===== src/rtl/trng_pmf_pkg.sv =====
// rtl/trng_pmf_pkg.sv - shared types and constants for the PMF table arbiter
package trng_pmf_pkg;

    localparam int PMF_DW = 14;

    // Which requester issued a given table lookup
    typedef enum logic {
        OWN_AC  = 1'b0,
        OWN_CPU = 1'b1
    } owner_e;

    // Arbiter states: AC normally wins, CPU_FORCE lets a starved CPU through
    typedef enum logic {
        AC_PRIO   = 1'b0,
        CPU_FORCE = 1'b1
    } arb_state_e;

endpackage


===== src/rtl/trng_pmf_tag_pipe.sv =====
// rtl/trng_pmf_tag_pipe.sv - RD_LAT-deep {valid, owner} tag shift register with AC flush
//
// Ports:
//   clk, rst                 clock, asynchronous active-high reset
//   issue_valid, issue_owner tag entering the pipe (one per granted lookup)
//   flush_ac                 drops every in-flight AC tag, including the one at the tail
//   tail_valid, tail_owner   tag whose table data is on pmf_data_out this cycle
// Macro PMF_CPU_PORT_EN: when undefined only the valid bit is stored and every tag is AC.
module trng_pmf_tag_pipe
    import trng_pmf_pkg::*;
#(
    parameter int RD_LAT = 1
) (
    input  logic   clk,
    input  logic   rst,
    input  logic   issue_valid,
    input  owner_e issue_owner,
    input  logic   flush_ac,
    output logic   tail_valid,
    output owner_e tail_owner
);

    logic [RD_LAT-1:0] vld;
    logic [RD_LAT-1:0] ac_own;   // 1 = stage belongs to the AC requester

`ifdef PMF_CPU_PORT_EN
    always_ff @(posedge clk or posedge rst) begin
        if (rst) begin
            ac_own <= '1;
        end else begin
            ac_own[0] <= (issue_owner == OWN_AC);
            for (int i = 1; i < RD_LAT; i++) begin
                ac_own[i] <= ac_own[i-1];
            end
        end
    end
`else
    logic unused_owner;
    assign unused_owner = issue_owner;
    assign ac_own       = '1;
`endif

    always_ff @(posedge clk or posedge rst) begin
        if (rst) begin
            vld <= '0;
        end else begin
            vld[0] <= issue_valid & ~(flush_ac & (issue_owner == OWN_AC));
            for (int i = 1; i < RD_LAT; i++) begin
                vld[i] <= vld[i-1] & ~(flush_ac & ac_own[i-1]);
            end
        end
    end

    // An AC tag at the tail during a flush is suppressed before capture
    assign tail_valid = vld[RD_LAT-1] & ~(flush_ac & ac_own[RD_LAT-1]);
    assign tail_owner = ac_own[RD_LAT-1] ? OWN_AC : OWN_CPU;

endmodule


===== src/rtl/trng_pmf_arbiter.sv =====
// rtl/trng_pmf_arbiter.sv - arbiter/sequencer for the shared TRNG PMF lookup table
//
// Ports:
//   rng_clk, rst               clock, asynchronous active-high reset
//   rst_trng_logic             synchronous flush of autocorrelation traffic
//   ac_req/ac_addr/ac_gnt      autocorrelation request (gnt combinational)
//   ac_rvalid/ac_rdata         autocorrelation response
//   cpu_req/cpu_addr/cpu_gnt   CPU request (gnt combinational)
//   cpu_rvalid/cpu_rdata       CPU response
//   pmf_en/pmf_addr            table read port, pmf_data_out returns RD_LAT cycles later
//   cpu_stall_cnt              saturating count of cycles the CPU lost arbitration
// Macro PMF_CPU_PORT_EN: enables the CPU port, FSM, wait counter and stall counter.
module trng_pmf_arbiter
    import trng_pmf_pkg::*;
#(
    parameter int AW           = 8,
    parameter int RD_LAT       = 1,
    parameter int CPU_MAX_WAIT = 4
) (
    input  logic              rng_clk,
    input  logic              rst,
    input  logic              rst_trng_logic,
    input  logic              ac_req,
    input  logic [AW-1:0]     ac_addr,
    output logic              ac_gnt,
    output logic              ac_rvalid,
    output logic [PMF_DW-1:0] ac_rdata,
    input  logic              cpu_req,
    input  logic [AW-1:0]     cpu_addr,
    output logic              cpu_gnt,
    output logic              cpu_rvalid,
    output logic [PMF_DW-1:0] cpu_rdata,
    output logic              pmf_en,
    output logic [AW-1:0]     pmf_addr,
    input  logic [PMF_DW-1:0] pmf_data_out,
    output logic [7:0]        cpu_stall_cnt
);

    logic [AW-1:0] addr_q;
    logic          issue_valid;
    owner_e        issue_owner;
    logic          tail_valid;
    owner_e        tail_owner;

`ifdef PMF_CPU_PORT_EN
    localparam logic [3:0] MAX_WAIT = 4'(CPU_MAX_WAIT);

    arb_state_e        state, state_next;
    logic [3:0]        wait_cnt, wait_next;
    logic              stall;
    logic [7:0]        stall_cnt;
    logic              cpu_rvalid_q;
    logic [PMF_DW-1:0] cpu_rdata_q;

    always_ff @(posedge rng_clk or posedge rst) begin
        if (rst) state <= AC_PRIO;
        else     state <= state_next;
    end

    // Forcing is decided on the cycle the counter reaches the limit, so the
    // CPU wins on the very next cycle rather than one later.
    always_comb begin
        state_next = state;
        case (state)
            AC_PRIO:   if (stall && wait_next == MAX_WAIT) state_next = CPU_FORCE;
            CPU_FORCE: state_next = AC_PRIO;
            default:   state_next = AC_PRIO;
        endcase
    end

    // Grants are held low while rst is asserted so outputs match reset values
    always_comb begin
        ac_gnt  = 1'b0;
        cpu_gnt = 1'b0;
        if (!rst) begin
            case (state)
                AC_PRIO: begin
                    ac_gnt  = ac_req & ~rst_trng_logic;
                    cpu_gnt = cpu_req & ~ac_req;
                end
                CPU_FORCE: cpu_gnt = cpu_req;
                default: ;
            endcase
        end
    end

    assign stall = cpu_req & ~cpu_gnt;

    always_comb begin
        wait_next = 4'd0;
        if (stall) wait_next = (wait_cnt >= MAX_WAIT) ? MAX_WAIT : wait_cnt + 4'd1;
    end

    always_ff @(posedge rng_clk or posedge rst) begin
        if (rst) begin
            wait_cnt  <= 4'd0;
            stall_cnt <= 8'd0;
        end else begin
            wait_cnt <= wait_next;
            if (stall && stall_cnt != 8'hFF) stall_cnt <= stall_cnt + 8'd1;
        end
    end

    always_ff @(posedge rng_clk or posedge rst) begin
        if (rst) begin
            cpu_rvalid_q <= 1'b0;
            cpu_rdata_q  <= '0;
        end else begin
            cpu_rvalid_q <= tail_valid & (tail_owner == OWN_CPU);
            if (tail_valid && tail_owner == OWN_CPU) cpu_rdata_q <= pmf_data_out;
        end
    end

    assign cpu_stall_cnt = stall_cnt;
    assign cpu_rvalid    = cpu_rvalid_q;
    assign cpu_rdata     = cpu_rdata_q;
    assign issue_owner   = cpu_gnt ? OWN_CPU : OWN_AC;
`else
    logic unused_cpu;
    assign unused_cpu    = ^{cpu_req, tail_owner};
    assign ac_gnt        = ac_req & ~rst_trng_logic & ~rst;
    assign cpu_gnt       = 1'b0;
    assign cpu_rvalid    = 1'b0;
    assign cpu_rdata     = '0;
    assign cpu_stall_cnt = 8'd0;
    assign issue_owner   = OWN_AC;
`endif

    assign issue_valid = ac_gnt | cpu_gnt;
    assign pmf_en      = issue_valid;
    assign pmf_addr    = ac_gnt ? ac_addr : (cpu_gnt ? cpu_addr : addr_q);

    always_ff @(posedge rng_clk or posedge rst) begin
        if (rst) addr_q <= '0;
        else     addr_q <= pmf_addr;
    end

    trng_pmf_tag_pipe #(.RD_LAT(RD_LAT)) u_tag_pipe (
        .clk         (rng_clk),
        .rst         (rst),
        .issue_valid (issue_valid),
        .issue_owner (issue_owner),
        .flush_ac    (rst_trng_logic),
        .tail_valid  (tail_valid),
        .tail_owner  (tail_owner)
    );

    always_ff @(posedge rng_clk or posedge rst) begin
        if (rst) begin
            ac_rvalid <= 1'b0;
            ac_rdata  <= '0;
        end else begin
            ac_rvalid <= tail_valid & (tail_owner == OWN_AC);
            if (tail_valid && tail_owner == OWN_AC) ac_rdata <= pmf_data_out;
        end
    end

endmodule


===== config.mk =====
export PLATFORM = sky130hd
export DESIGN_NAME = trng_pmf_arbiter
export DESIGN_NICKNAME = d
export VERILOG_FILES = /design/src/rtl/trng_pmf_pkg.sv /design/src/rtl/trng_pmf_tag_pipe.sv /design/src/rtl/trng_pmf_arbiter.sv
export SDC_FILE = /design/constraint.sdc
export NUM_CORES = 1
export LEC_CHECK = 0
export ABC_AREA = 1
export BUFFER_PORTS_ARGS = -buffer_cell sky130_fd_sc_hd__buf_2
export CAP_MARGIN = 20
export CELL_PAD_IN_SITES_DETAIL_PLACEMENT = 0
export CELL_PAD_IN_SITES_GLOBAL_PLACEMENT = 2
export CORE_ASPECT_RATIO = 0.9
export CORE_UTILIZATION = 22
export CTS_CLUSTER_SIZE = 8
export DETAILED_ROUTE_END_ITERATION = 8
export PLACE_DENSITY = 0.89
export SYNTH_ARGS = -nofsm -noshare
export SYNTH_HDL_FRONTEND = slang
export SYNTH_SLANG_ARGS = --single-unit
export TNS_END_PERCENT = 50

===== constraint.sdc =====
create_clock -name rng_clk -period 1.36 [get_ports rng_clk]
set_input_delay 0.272 -clock rng_clk [delete_from_list [all_inputs] [get_ports rng_clk]]
set_output_delay 0.272 -clock rng_clk [all_outputs]
set_load 0.05 [all_outputs]

==> impl_metrics.yaml, run 1 <==
placement:
  gp_congestion: 0.718
  dp_hpwl_mm: 1.73
  portBuffers: 50
  place_ws_ns: -0.106
final_layout:
  antenna_cells: 0
  fillers: 544
  area_growth_pct: 51.0
  layout-drive-gt1-share: 0.479
  fin_nets: 229
power:
  leakagePower_uw: 0.000968
  finalPower_uw: 2380
  max-vdd-ir-drop_mv: 0.367
  powerDensity_mw_per_mm2: 1410
route:
  wl_met3_um: 137
  routed_wl_mm: 2.45
  vias: 935
  post-route-drc-count: 0
  met2_length_mm: 1.17
  wl_met1_mm: 1.12
  first_pass_iters: 4
  routed_via_density: 3.64
  drt_iter0_markers: 36
  final_antenna_net_count: 0
  wire_per_inst_um: 9.54
  highest_layer: "met4"
yosys:
  synth-xor-area-share: 0
  synth_top_family_by_area: "simple AND/OR/NAND/NOR gates"
  synth-compound-area-share: 0
  yosys_warnings: 0
  synth_seq_cells: 24
  synthMuxAreaShare: 0
  syn_inst: 127
  yosys.area_share.simple: 0.256
  syn_avg_cell_area_um2: 8.83
  synth_area_mm2: 0.00112
  synthAdderAreaFrac: 0
  seq_area_frac_synth: 0.536
  ys_types: 12
die:
  start_util: 0.230
  die_w_um: 77.2
  rows: 24
  io_pins: 84
  dieArea_mm2: 0.00539
  fp.coreArea_mm2: 0.00486
  die_height_um: 69.7
global_routing:
  grt_pass1_wl_mm: 3.67
  antenna_found_initial: 0
  grt_pass1_vias: 792
  grt-ovfl-total: 0
  grt_max_degree: 16
  grt.total_usage: 0.0861
worst_setup_path:
  cp.required_ns: 1.09
  cp_num_buf_inv: 3
  crit_slowest_cell: "nor2_4"
  start_kind: "input port"
  reg2reg_from: "u_tag_pipe.vld"
  arrival_ns: 1.06
  r2r_setup_slack_ns: 0.47
  endpoint_kind: "output pin"
  crit_fanout: 6
  critical_path.cell_chain: "buf_6 -> nor2_4 -> buf_12 -> nand3_2 -> nand2_2 -> buf_8"
  path_class: "in -> out"
  r2r_cells: 4
  cp_slowest_stage_delay_ns: 0.22
  crit-reg2reg-capture: "ac_rdata[6]"
  path_delay_family: "buffers and inverters"
sta:
  slew_violations: 0
  min_period_ns: 1.33
  fin_skew_ns: 0.000798
  fmax_ghz: 0.749
  hold_viol: 0
  fin_hold_ws_ns: 0.0152
  finalCritPeriodShare: 0.981
  finalWorstSetupSlack_ns: 0.0257
  setup_viol: 0
flow_run:
  drv_cap: 0
clock_tree:
  cts_tree: "yes"
  cts_buffer_depth: 2
  cts-htree-levels: 1
  path_clk_slew_ns: 0.08
  clk_latency_ns: 0.25
  clock-sinks: 24
  root_buffer: "clkbuf_8"
  numCtsBuffers: 3
status:
  outcome: "finished, final reports clean"
min_path:
  hp-class: "in -> async"
## synthesized netlist by cell type (all sizes together)
cell | instances | area share
buf | 28 | 0.19
conb | 1 | 0.0033
dfrtp | 24 | 0.54
inv | 5 | 0.017
nand2 | 60 | 0.21
nand3 | 8 | 0.036
nor2 | 1 | 0.010
## sequential cells by signal (all words and copies together) (netlist names)
name and count:
addr_q 8, u_tag_pipe.vld 1, ac_rdata 14, ac_rvalid 1
## cell usage in the layout, fill, tap and decap left out
cell        synthesis  layout
buf_4              26      14
nand2_4             1       3
nand3_2             0       7
inv_1               3       2
clkbuf_8            0       3
buf_6               1       3
conb_1              1      24
clkbuf_4            0       3
nand3_4             0       1
clkinvlp_4          0       1
nor2_4              1       1
buf_8               0       8
dfrtp_1            24      24
nand2_2             1       8
nand2_1            58      50
buf_12              0       1
buf_2               1      37
inv_2               2       2
## worst register-to-register path: cells and delay by family (launching register included)
family | cells | cell delay, ns
buffers and inverters | 1 | 0.22
flip-flops | 1 | 0.37
AND/OR/NAND/NOR | 3 | 0.25
## routing by layer
layer / global-route usage / up-vias
li1: - / 467
met1: 0.122 / 429
met2: 0.129 / 37
met3: 0.0132 / 2
met4: 0.0377 / 0
met5: 0 / -
## how the worst max path moves through the flow
stage / start / end / slack [ns] / cells after the start
global route: rst / pmf_addr[1] / -0.01 / 6
detailed placement: rst / pmf_addr[6] / -0.11 / 6
global placement: rst / pmf_addr[7] / -0.1 / 6
CTS: rst_trng_logic / pmf_addr[6] / 0.007 / 6
floorplan: ac_req / pmf_en / 0.03 / 4
finish: rst / pmf_addr[5] / 0.03 / 6
## area by class of cell
cell class,count,area (um2),share of cell area
multi-input combinational,94,460,0.272
sequential,24,601,0.355
inverter,5,22.5,0.0133
tap,65,81.3,0.0480
clock buffer,3,41.3,0.0244
timing repair buffer,66,487,0.288
## report_power, final
group          internal [uW]  switching [uW]
registers                830            46.8
clock network            197             205
logic                    320             785
total                   1350            1040
## per-stage QoR
stage	area (um2)	std cells	TNS, ns	utilization
global route	1690	257	-0.0399	0.348
detailed placement	1410	247	-0.909	0.290
global placement	1410	247	-0.875	0.290
finish	1690	257	0	0.348
CTS	1500	252	0	0.308
floorplan	1220	150	0	-
## cells by family after synthesis
family,after synthesis
flops,24
other cells,1
buf+inv,33
simple gates,69
## timing repair
item	CTS	global route
resized for setup	8	42
cloned	0	1
endpoints found under the setup margin	10	10
pin swaps	1	9
hold buffers	0	0
buffers inserted	2	4
Note: power is estimated with default switching activity, not from simulation.
==> inputs of run 2 (changes only) <==
- ABC_AREA: 1 -> not set
- CORE_UTILIZATION: 22 -> 23
- PLACE_DENSITY: 0.89 -> 0.83
- clock period: 1.36 -> 1.5 ns (I/O delays scaled with it)
==> impl_metrics.yaml, run 2 <==
final_layout:
  final_area_mm2: 0.00161
  antenna_cells: 0
  reg_top3: "ac_rdata: 14 flops, addr_q: 8 flops"
  layout_commonest_cell: "buf_2"
  layout_common_cells: "40 x buf_2, 24 x conb_1, 24 x dfrtp_1"
  layout-drive-gt1-share: 0.625
  multi_input_area_um2: 434
  register_area_um2: 601
  area_growth_pct: 41.6
  fillers: 475
  max_flop_register: "ac_rdata"
  fin_nets: 172
  largest_reg_flops: 14
yosys:
  syn_avg_cell_area_um2: 14.4
  synth_area_leader_cell: "dfrtp_1"
  synth_area_leaders: "dfrtp_1 53%, buf_4 17%, mux2_2 13%"
  seq_area_frac_synth: 0.528
  synth_area_mm2: 0.00114
  synth_seq_cells: 24
  synth-xor-area-share: 0
  syn_inst: 79
  synthAdderAreaFrac: 0
  yosys.area_share.simple: 0.0187
  synth_edf_count: 0
  synth_common_cells: "26 x buf_4, 24 x dfrtp_1, 13 x mux2_2"
  synth_ff_type: "dfrtp_1"
  yosysMostFrequentCell: "buf_4"
  yosysTopAreaCellShare: 0.528
  synth-compound-area-share: 0
  synthArstFlopShare: 1.00
  ys_types: 10
  yosys_warnings: 0
  synth_top_family_by_area: "multiplexers"
  synthMuxAreaShare: 0.248
clock_tree:
  cts_tree: "yes"
  clk_latency_ns: 0.26
  numCtsBuffers: 3
  clock-sinks: 24
  path_clk_slew_ns: 0.09
  cts-htree-levels: 1
  ctsHoldBuffers: 0
  cts_buffer_depth: 2
  root_buffer: "clkbuf_8"
worst_setup_path:
  cp.required_ns: 1.20
  crit_slowest_cell: "mux2_4"
  crit-reg2reg-capture: "ac_rdata[2]"
  critical_path.cell_chain: "buf_6 -> nor3b_4 -> buf_6 -> mux2_4 -> buf_8"
  path_depth: 5
  path_class: "in -> out"
  crit_fanout: 5
  cp_num_buf_inv: 3
  arrival_ns: 1.31
  start_kind: "input port"
  cp_slowest_stage_delay_ns: 0.32
  r2r_setup_slack_ns: 0.30
  endpoint_kind: "output pin"
  reg2reg_from: "u_tag_pipe.vld"
  r2r_cells: 3
  path_delay_family: "buffers and inverters"
  cpMostUsedCell: "buf_6"
sta:
  fin_skew_ns: 0.00182
  finalSetupTns_ns: -0.756
  slew_violations: 0
  min_period_ns: 1.61
  hold_viol: 0
  finalCritPeriodShare: 1.07
  fmax_ghz: 0.622
  setup_viol: 8
  rsz0062_at_grt: "yes"
  finalWorstSetupSlack_ns: -0.108
route:
  post-route-drc-count: 0
  routed_via_density: 3.59
  routed_wl_mm: 2.33
  drt_iter0_markers: 19
  vias: 710
  final_antenna_net_count: 0
  first_pass_iters: 4
  wire_per_inst_um: 11.8
die:
  die_w_um: 76.1
  rows: 23
  start_util: 0.247
  fp.coreArea_mm2: 0.00460
  die_height_um: 68.7
  dieArea_mm2: 0.00523
  io_pins: 84
placement:
  dpl_cell_area_mm2: 0.00138
  portBuffers: 50
  gp_congestion: 0.719
  dp_hpwl_mm: 1.74
global_routing:
  grt_pass1_vias: 699
  grt.total_usage: 0.0890
  grt_pass1_wl_mm: 3.44
  grt-ovfl-total: 0
  antenna_found_initial: 0
  grt_max_degree: 25
power:
  leakagePower_uw: 0.000837
  max-vdd-ir-drop_mv: 0.483
  powerDensity_mw_per_mm2: 1550
flow_run:
  drv_cap: 0
min_path:
  hp-class: "in -> async"
status:
  failed_checks: "setup timing"
  outcome: "finished with violations"
==> run 2: cell count changes in the layout (fill, tap and decap cells not counted), moves of 5 or more <==
cell     before  now
nand2_1      50    0
mux2_4        0   17
buf_4        14    5
nand2_2       8    0
nand3_2       7    0
mux2_2        0    5
==> run 2: final cells by class <==
cell class                 instances  area share
clock buffer                       3      0.0256
timing repair buffer              58       0.263
clock inverter                     1      0.0186
multi-input combinational         49       0.270
sequential                        24       0.373
inverter                           1     0.00233
tap                               62      0.0482
==> run 2: tightest hold or removal path, cell delays in order <==
cell   delay (ns)
buf_6        0.10
buf_4        0.13
inv_1        0.04
buf_4        0.30
==> run 2: worst max-delay path by stage <==
stage                         startpoint  slack (ns)     endpoint
after floorplan                      rst       -0.04  pmf_addr[0]
after global placement               rst       -0.25  pmf_addr[7]
after detailed placement             rst       -0.26  pmf_addr[4]
after CTS                 rst_trng_logic       -0.12  pmf_addr[7]
after global routing                 rst       -0.13  pmf_addr[7]
final                                rst       -0.11  pmf_addr[7]
==> run 2: layer usage <==
metal | global-route usage | part of all wire | vias up
li1 | - | - | 324
met1 | 0.0872 | 0.37 | 339
met2 | 0.177 | 0.54 | 45
met3 | 0.0408 | 0.085 | 2
met4 | 0.0168 | 0.0034 | 0
met5 | 0 | 0 | -
==> run 2: cells by family (layout without fill, tap and decap cells) <==
kind of cell  count (synthesis)  after routing
flops                        24             24
other cells                   1             24
buf+inv                      29             63
mux                          22             22
simple gates                  3              3
==> run 2: repair_timing <==
| action | in CTS | in global routing |
|---|---|---|
| setup endpoints to repair | 8 | 8 |
| pin swaps | 1 | 1 |
| resized for setup | 35 | 6 |
| setup buffers | 2 | 0 |
| cloned | 1 | 0 |
==> run 2: stage by stage <==
step	worst slack, ns	total power, uW	cells	hold slack (ns)	utilization
CTS	-0.123	2500	198	0.203	0.345
floorplan	-0.0382	1650	102	0.315	-
global placement	-0.249	1780	191	0.479	0.299
finish	-0.108	2500	198	0.197	0.350
detailed placement	-0.262	1810	191	0.487	0.299
global route	-0.130	2610	198	0.213	0.350
==> run 2: where the power goes <==
group / leakage (uW) / internal, uW / switching, uW
combinational: 0.000511 / 365 / 744
sequential: 0.000290 / 771 / 55.8
clock: 0.0000357 / 357 / 209
==> inputs of run 3 (changes only) <==
- PLACE_DENSITY: 0.83 -> not set
- PLACE_DENSITY_LB_ADDON: not set -> 0.1
==> impl_metrics.yaml, run 3 (synthesized netlist as in run 2, its figures left out) <==
worst_setup_path:
  critical_path.cell_chain: "buf_8 -> nor3b_4 -> buf_6 -> mux2_4 -> buf_8"
  path_depth: 5
  crit_fanout: 5
  endpoint_kind: "output pin"
  path_class: "in -> out"
  start_kind: "input port"
  r2r_setup_slack_ns: 0.35
  crit-reg2reg-capture: "ac_rdata[3]"
  path_delay_family: "buffers and inverters"
  cp_num_buf_inv: 3
  r2r_cells: 3
  cp.required_ns: 1.20
  cpMostUsedCell: "buf_8"
  reg2reg_from: "u_tag_pipe.vld"
  arrival_ns: 1.31
  crit_slowest_cell: "mux2_4"
  cp_slowest_stage_delay_ns: 0.32
sta:
  fin_skew_ns: 0.00102
  slew_violations: 0
  finalCritPeriodShare: 1.07
  min_period_ns: 1.61
  rsz0062_at_grt: "yes"
  fmax_ghz: 0.621
  finalWorstSetupSlack_ns: -0.110
  setup_viol: 8
  hold_viol: 0
final_layout:
  layout-drive-gt1-share: 0.630
  reg_top3: "ac_rdata: 14 flops, addr_q: 8 flops"
  layout_commonest_cell: "buf_2"
  max_flop_register: "ac_rdata"
  layout_common_cells: "39 x buf_2, 24 x conb_1, 24 x dfrtp_1"
  antenna_cells: 0
  area_growth_pct: 41.4
  final_cells: 197
  fin_nets: 171
  largest_reg_flops: 14
flow_run:
  drv_cap: 0
placement:
  portBuffers: 50
  dp_hpwl_mm: 1.60
  dp_cells: 191
  gp_congestion: 0.627
power:
  leakagePower_uw: 0.000831
  powerDensity_mw_per_mm2: 1470
  max-vdd-ir-drop_mv: 0.606
  finalPower_uw: 2360
clock_tree:
  ctsHoldBuffers: 0
  cts_buffer_depth: 2
  clk_latency_ns: 0.26
  cts-htree-levels: 1
  clock-sinks: 24
  cts_tree: "yes"
  path_clk_slew_ns: 0.08
  numCtsBuffers: 3
  root_buffer: "clkbuf_8"
route:
  drt_iter0_markers: 35
  routed_via_density: 3.55
  post-route-drc-count: 0
  first_pass_iters: 3
  vias: 699
  final_antenna_net_count: 0
  wire_per_inst_um: 11.8
  routed_wl_mm: 2.32
global_routing:
  grt_max_degree: 18
  antenna_found_initial: 0
  grt-ovfl-total: 0
  grt_pass1_vias: 728
  grt_pass1_wl_mm: 3.66
  grt.total_usage: 0.0923
die:
  die_height_um: 68.7
  rows: 23
  start_util: 0.247
  io_pins: 84
  fp.coreArea_mm2: 0.00460
  dieArea_mm2: 0.00523
  die_w_um: 76.1
status:
  outcome: "finished with violations"
  failed_checks: "setup timing"
min_path:
  hp-class: "in -> async"
==> run 3: cell count changes in the layout (fill, tap and decap cells not counted), sizes merged <==
cell,before,now
bufinv,1,0
buf,58,57
clkbuf,3,4
==> run 3: how the worst max path moves through the flow <==
stage / from / to
after floorplan: rst / pmf_addr[0]
after global placement: rst / pmf_addr[5]
after detailed placement: rst / pmf_addr[5]
after CTS: rst_trng_logic / pmf_addr[5]
after global routing: rst / pmf_addr[1]
final: rst / pmf_addr[7]
==> run 3: worst register-to-register path, cell delays in order, from the launching register on <==
cell and delay [ns]:
dfrtp_1 0.33, nor2b_2 0.18, buf_12 0.18, mux2_2 0.35
==> run 3: where the power goes <==
group          leakage, uW  internal [uW]  total [uW]  switching, uW
combinational     0.000513            364        1110            744
clock            0.0000288            234         434            200
sequential        0.000290            771         821           49.4
==> run 3: routing by layer <==
layer | track usage | wire length (um) | up-vias
met2 | 0.160 | 1150 | 45
met1 | 0.108 | 959 | 332
li1 | - | - | 320
met4 | 0.0216 | 13 | 0
met3 | 0.0395 | 198 | 2
met5 | 0 | 0 | -
==> run 3: final cells by class <==
cell class,count,area [um2]
clock buffer,4,55.1
fill,476,3000
inverter,1,3.75
multi-input combinational,49,437
sequential,24,601
tap,62,77.6
timing repair buffer,57,434
==> run 3: per-stage QoR <==
step                      worst slack (ns)  TNS [ns]  hold slack, ns  cell area [um2]   util
after floorplan                    -0.0382    -0.305           0.315             1220      -
after global placement              -0.158     -1.23           0.428             1400  0.303
after detailed placement            -0.160     -1.22           0.430             1400  0.303
after CTS                           -0.130    -0.999           0.123             1580  0.343
after global routing                -0.167     -1.22           0.131             1610  0.349
final                               -0.110    -0.776           0.120             1610  0.349
==> run 3: what timing repair did <==
action	in CTS	in global routing
setup endpoints to repair	8	9
resized for setup	34	8
pin swaps	1	1
setup buffers	1	0
gates cloned	1	0
